`config.mk`:
```
export PLATFORM = sky130hd
export DESIGN_NAME = demux_pack
export DESIGN_NICKNAME = d
export VERILOG_FILES = /design/src/rtl/demux_pack_pkg.sv /design/src/rtl/demux_pack.sv
export SDC_FILE = /design/constraint.sdc
export NUM_CORES = 1
export LEC_CHECK = 0
export BUFFER_PORTS_ARGS = -buffer_cell sky130_fd_sc_hd__buf_2
export CAP_MARGIN = 40
export CORE_ASPECT_RATIO = 2
export CORE_MARGIN = 1.5
export CORE_UTILIZATION = 54
export CTS_CLUSTER_SIZE = 24
export DETAILED_ROUTE_END_ITERATION = 10
export PLACE_DENSITY = 0.83
export SYNTH_ARGS = -nofsm -noshare
export SYNTH_HDL_FRONTEND = slang
export SYNTH_SLANG_ARGS = --single-unit
```
`constraint.sdc`:
```
create_clock -name clk -period 3.75 [get_ports clk]
set_input_delay 0.75 -clock clk [delete_from_list [all_inputs] [get_ports clk]]
set_output_delay 0.75 -clock clk [all_outputs]
set_load 0.01 [all_outputs]
```
`src/rtl/demux_pack_pkg.sv`:
```
// Shared definitions for the serial-to-parallel word collector.
// Holds the state encoding and the slot-count helper.
package demux_pack_pkg;

  typedef enum logic {
    FILL = 1'b0,
    HOLD = 1'b1
  } state_t;

  function automatic int num_slots(input int n);
    return 1 << n;
  endfunction

endpackage

```
`src/rtl/demux_pack.sv`:
```
// Collects a stream of size-bit words into 2**n slots of a packed bus and
// offers the completed bus downstream under a valid/ready handshake.
module demux_pack
  import demux_pack_pkg::*;
#(
  parameter int size = 4,
  parameter int n = 3,
  localparam int NUM_SLOTS = num_slots(n),
  // A zero-width slot index is not expressible; n=0 uses one constant-zero bit.
  localparam int SW = (n > 0) ? n : 1
) (
  input  logic                      clk,
  input  logic                      rst,
  input  logic                      clear,
  input  logic [size-1:0]           in_data,
  input  logic                      in_valid,
  output logic                      in_ready,
  output logic [size*NUM_SLOTS-1:0] out,
  output logic                      out_valid,
  input  logic                      out_ready,
  output logic [SW-1:0]             slot
);

  localparam logic [SW-1:0] LAST_SLOT = SW'(NUM_SLOTS - 1);

  state_t                      state_reg;
  state_t                      state_next;
  logic [SW-1:0]               slot_reg;
  logic [SW-1:0]               slot_next;
  logic [size*NUM_SLOTS-1:0]   out_reg;
  logic                        accept;

  always_ff @(posedge clk or posedge rst) begin
    if (rst) begin
      state_reg <= FILL;
      slot_reg  <= '0;
    end else begin
      state_reg <= state_next;
      slot_reg  <= slot_next;
    end
  end

  always_comb begin
    state_next = state_reg;
    slot_next  = slot_reg;
    accept     = 1'b0;
    if (clear) begin
      state_next = FILL;
      slot_next  = '0;
    end else begin
      case (state_reg)
        FILL: begin
          if (in_valid) begin
            accept = 1'b1;
            if (slot_reg == LAST_SLOT) begin
              state_next = HOLD;
              slot_next  = '0;
            end else begin
              slot_next = slot_reg + 1'b1;
            end
          end
        end
        HOLD: begin
          if (out_ready) begin
            state_next = FILL;
          end
        end
        default: state_next = FILL;
      endcase
    end
  end

  // Only the addressed slot is written; other slots keep the previous frame.
  always_ff @(posedge clk or posedge rst) begin
    if (rst) begin
      out_reg <= '0;
    end else begin
      for (int i = 0; i < NUM_SLOTS; i++) begin
        if (accept && (slot_reg == SW'(i))) begin
          out_reg[i*size +: size] <= in_data;
        end
      end
    end
  end

  assign in_ready  = (state_reg == FILL);
  assign out_valid = (state_reg == HOLD);
  assign out       = out_reg;
  assign slot      = slot_reg;

endmodule
```
==> run_results.csv <==
group,metric,value,unit
route,route.antenna.remaining_nets,0,
yosys,synthCells,102,
clock_tree,clockRootBuffer,"sky130_fd_sc_hd__clkbuf_8",
power_and_ir_drop,power_frac_comb,21.9,%
yosys,postSynthRegisterBits,36,
sta,postLayoutSetupSlackWorst,2000,ps
worst_setup_path,regToRegSetupSlack,2100,ps
yosys,synth_flop_cell,"sky130_fd_sc_hd__dfrtp_1",
grt,grt_overflow,0,
worst_setup_path,critPathBufInv,1,
worst_setup_path,r2r-end,"out[29]$_DFFE_PP0P_",
status,outcome,"finished, final reports clean",
worst_setup_path,worstSetupStartpointType,"flip-flop",
sta,slew_worst_pin,434,ps
clock_tree,holdBufCountCts,0,
worst_setup_path,cpLargestDelayFamily,"flip-flops",
power_and_ir_drop,sw_frac_of_total,26.7,%
place,place.gp.congestion,0.691,
power_and_ir_drop,p_int,722,µW
worst_setup_path,cp_slowest_stage_delay,520,ps
layout,layout_area_overhead,23.1,%
floorplanning,chipWidth,40.7,µm
power_and_ir_drop,vdd_ir_drop_max,0.421,mV
sta,unrepaired_setup_endpoints_after_global_routing,"false",
hold_path,whs_path_cells,1,
place,dp_hpwl,2170,µm
power_and_ir_drop,clock_power_share,27.7,%
yosys,syn-num-nets,117,
yosys,ys.warnings.count,0,
sta,finalHoldViolations,0,
sta,final-setup-viol-count,0,
hold_path,worstHoldStart,"out[30]$_DFFE_PP0P_",
grt,grt_first_pass_wirelength,4760,µm
power_and_ir_drop,leakagePower,0.00101,µW
route,route.detailed.drc,0,
grt,grt_start_max_net_pins,37,
yosys,post-synth-top-count-cell,"sky130_fd_sc_hd__dfrtp_1",
worst_setup_path,cp_cell_sequence,"buf_2",
sta,final.min_clock_period,1750,ps
yosys,synth.distinct_cells,22,
worst_setup_path,worst-r2r-cell-count,4,
sta,clock.fmax,573,MHz
route,first_iter_violations,23,
yosys,seq_area_frac_synth,58.8,%
floorplanning,io-pin-count,46,
worst_setup_path,timing.critical_path.slowest_stage_cell,"sky130_fd_sc_hd__dfrtp_1",
floorplanning,std_cell_rows,27,
sta,timing.max_slew.rel_slack,71.1,%
worst_setup_path,timing.rr.start,"slot[0]$_DFFE_PP0P_",
yosys,synth_enable_flop_cells,0,
yosys,syn_area,1530,µm²
grt,grt_pass1_vias,993,
route,detail_route.wl_per_cell,15.6,µm
yosys,yosys.area.top_type_share,58.8,%
clock_tree,postCtsSetupRepairBufs,0,
route,routed_wl,2870,µm
layout,largest_register_ff_count,32,
grt,grtUsageTotal,22.2,%
worst_setup_path,timing.critical_path.fanout_max,9,
clock_tree,cts-htree-levels,2,
layout,diodes,0,
floorplanning,die_area,3190,µm²
floorplanning,die_height,78.3,µm
hold_path,hp-class,"flip-flop to flip-flop",
run,max_cap_violations,0,
power_and_ir_drop,switchingPower,263,µW
yosys,synth_commonest_cells,"36 x sky130_fd_sc_hd__dfrtp_1, 28 x sky130_fd_sc_hd__mux2_2, 6 x sky130_fd_sc_hd__ha_1",
worst_setup_path,required_time_at_the_endpoint_of_the_critical_path,3000,ps
power_and_ir_drop,power_density,522,nW/µm²
yosys,post_synth.cell_area_avg,15.0,µm²
place,pre_cts_ws,1830,ps
sta,finalMaxSlewViolations,0,
clock_tree,cts_max_path_buffers,2,
clock_tree,insertion_delay_to_the_later_sink_of_the_worst_skew_pair,280,ps
clock_tree,clk_pin_slew_worst_paths,70,ps
layout,layout-drive-gt1-share,56.1,%
clock_tree,post_cts_resized,0,
worst_setup_path,cp-startpoint,"slot[2]$_DFFE_PP0P_",
clock_tree,cts_tree,"done",
yosys,ys_top_cells_by_area,"sky130_fd_sc_hd__dfrtp_1 59%, sky130_fd_sc_hd__mux2_2 21%, sky130_fd_sc_hd__ha_1 4.9%, sky130_fd_sc_hd__mux2_4 3.9%, sky130_fd_sc_hd__nor4b_4 1.6%",
sta,period_share,46.6,%
power_and_ir_drop,seqPwrFrac,50.4,%
yosys,ys_async_sr_fraction,100,%
yosys,post-synth-top-area-cell,"sky130_fd_sc_hd__dfrtp_1",
layout,finish.net_count,169,
clock_tree,cts_made_buffers,5,
floorplanning,core_area,2740,µm²
worst_setup_path,crit_path_end_kind,"primary output",
grt,initial_antenna_violation_count,0,
worst_setup_path,worst-setup-path-type,"flip-flop to primary output",
place,buffer_ports.inserted,45,
sta,setup-tns-final,0,ps
route,drtPass1Iterations,4,
floorplanning,initial_utilization,56.0,%
hold_path,timing.hold.worst_endpoint,"out[30]$_DFFE_PP0P_",
worst_setup_path,cp_data_arrival_time,1000,ps
route,route.vias.total,981,
sta,max_clock_skew,2.20,ps
clock_tree,clock_sinks,36,
route,post_drt_via_cell_ratio,5.33,
metrics by stage:
step,utilization [%],power [µW],hold slack [ps],instance area (µm²),cells
floorplan,-,621,550,1530,102
global placement,65.7,714,487,1800,176
detailed placement,65.7,723,488,1800,176
CTS,69.0,998,505,1890,184
global route,69.0,1040,522,1890,184
finish,69.0,985,502,1890,184
placed cells by master, fill, tap and decap left out:
cell type | synthesis | layout
sky130_fd_sc_hd__and4_1 | 2 | 2
sky130_fd_sc_hd__nand2_1 | 2 | 2
sky130_fd_sc_hd__clkbuf_8 | 0 | 6
sky130_fd_sc_hd__mux2_2 | 28 | 28
sky130_fd_sc_hd__mux2_4 | 4 | 4
sky130_fd_sc_hd__buf_4 | 0 | 1
sky130_fd_sc_hd__nor4b_4 | 1 | 1
sky130_fd_sc_hd__inv_1 | 5 | 5
sky130_fd_sc_hd__nand3_1 | 2 | 2
sky130_fd_sc_hd__nor3b_2 | 1 | 1
sky130_fd_sc_hd__and3_1 | 1 | 1
sky130_fd_sc_hd__nor2b_2 | 1 | 1
sky130_fd_sc_hd__a211oi_1 | 1 | 1
sky130_fd_sc_hd__ha_1 | 6 | 6
sky130_fd_sc_hd__a21o_1 | 1 | 1
sky130_fd_sc_hd__nor2_1 | 3 | 3
sky130_fd_sc_hd__buf_2 | 1 | 45
sky130_fd_sc_hd__clkbuf_1 | 0 | 2
sky130_fd_sc_hd__or3_1 | 1 | 1
sky130_fd_sc_hd__a21oi_1 | 2 | 2
sky130_fd_sc_hd__nand3b_1 | 1 | 1
sky130_fd_sc_hd__nor2b_1 | 1 | 1
sky130_fd_sc_hd__nand4b_1 | 1 | 1
sky130_fd_sc_hd__nand2b_1 | 1 | 1
sky130_fd_sc_hd__dfrtp_1 | 36 | 36
how the worst max path moves through the flow:
stage	cells past startpoint	end	slack, ps
final	1	slot[2]	2000
after detailed placement	4	out[21]$_DFFE_PP0P_	1830
after CTS	1	slot[2]	2010
after global placement	4	out[25]$_DFFE_PP0P_	1850
after global routing	4	out[31]$_DFFE_PP0P_	1940
after floorplan	3	out[28]$_DFFE_PP0P_	2070
kinds of logic after synthesis:
logic type | share of synthesized area [%]
flops | 58.8
fa+ha+maj | 4.90
compound gates | 1.63
simple gates | 8.65
mux | 24.5
buf+inv | 1.55
routing by layer:
layer  vias up  track usage (%)  part of all wire [%]
met1       476             28.0                    40
met4         0             10.0                   2.2
li1        465                -                     -
met2        35             34.3                    53
met3         5             5.65                   4.9
met5         -                0                     0
final cells by class:
type	instances	area (µm²)
clock buffers	8	90.1
well taps	29	36.3
repair buffers	46	233
multi-input cells	60	608
flip-flops and latches	36	901
fillers	199	850
inverters	5	18.8
power groups by stage:
stage	logic, µW	registers (µW)	clock network, µW
after global placement	213	501	0
after CTS	221	497	280
after global routing	236	506	295
final	216	497	273
after floorplan	84.4	537	0
after detailed placement	219	504	0
Note: power is estimated with default switching activity, not from simulation.
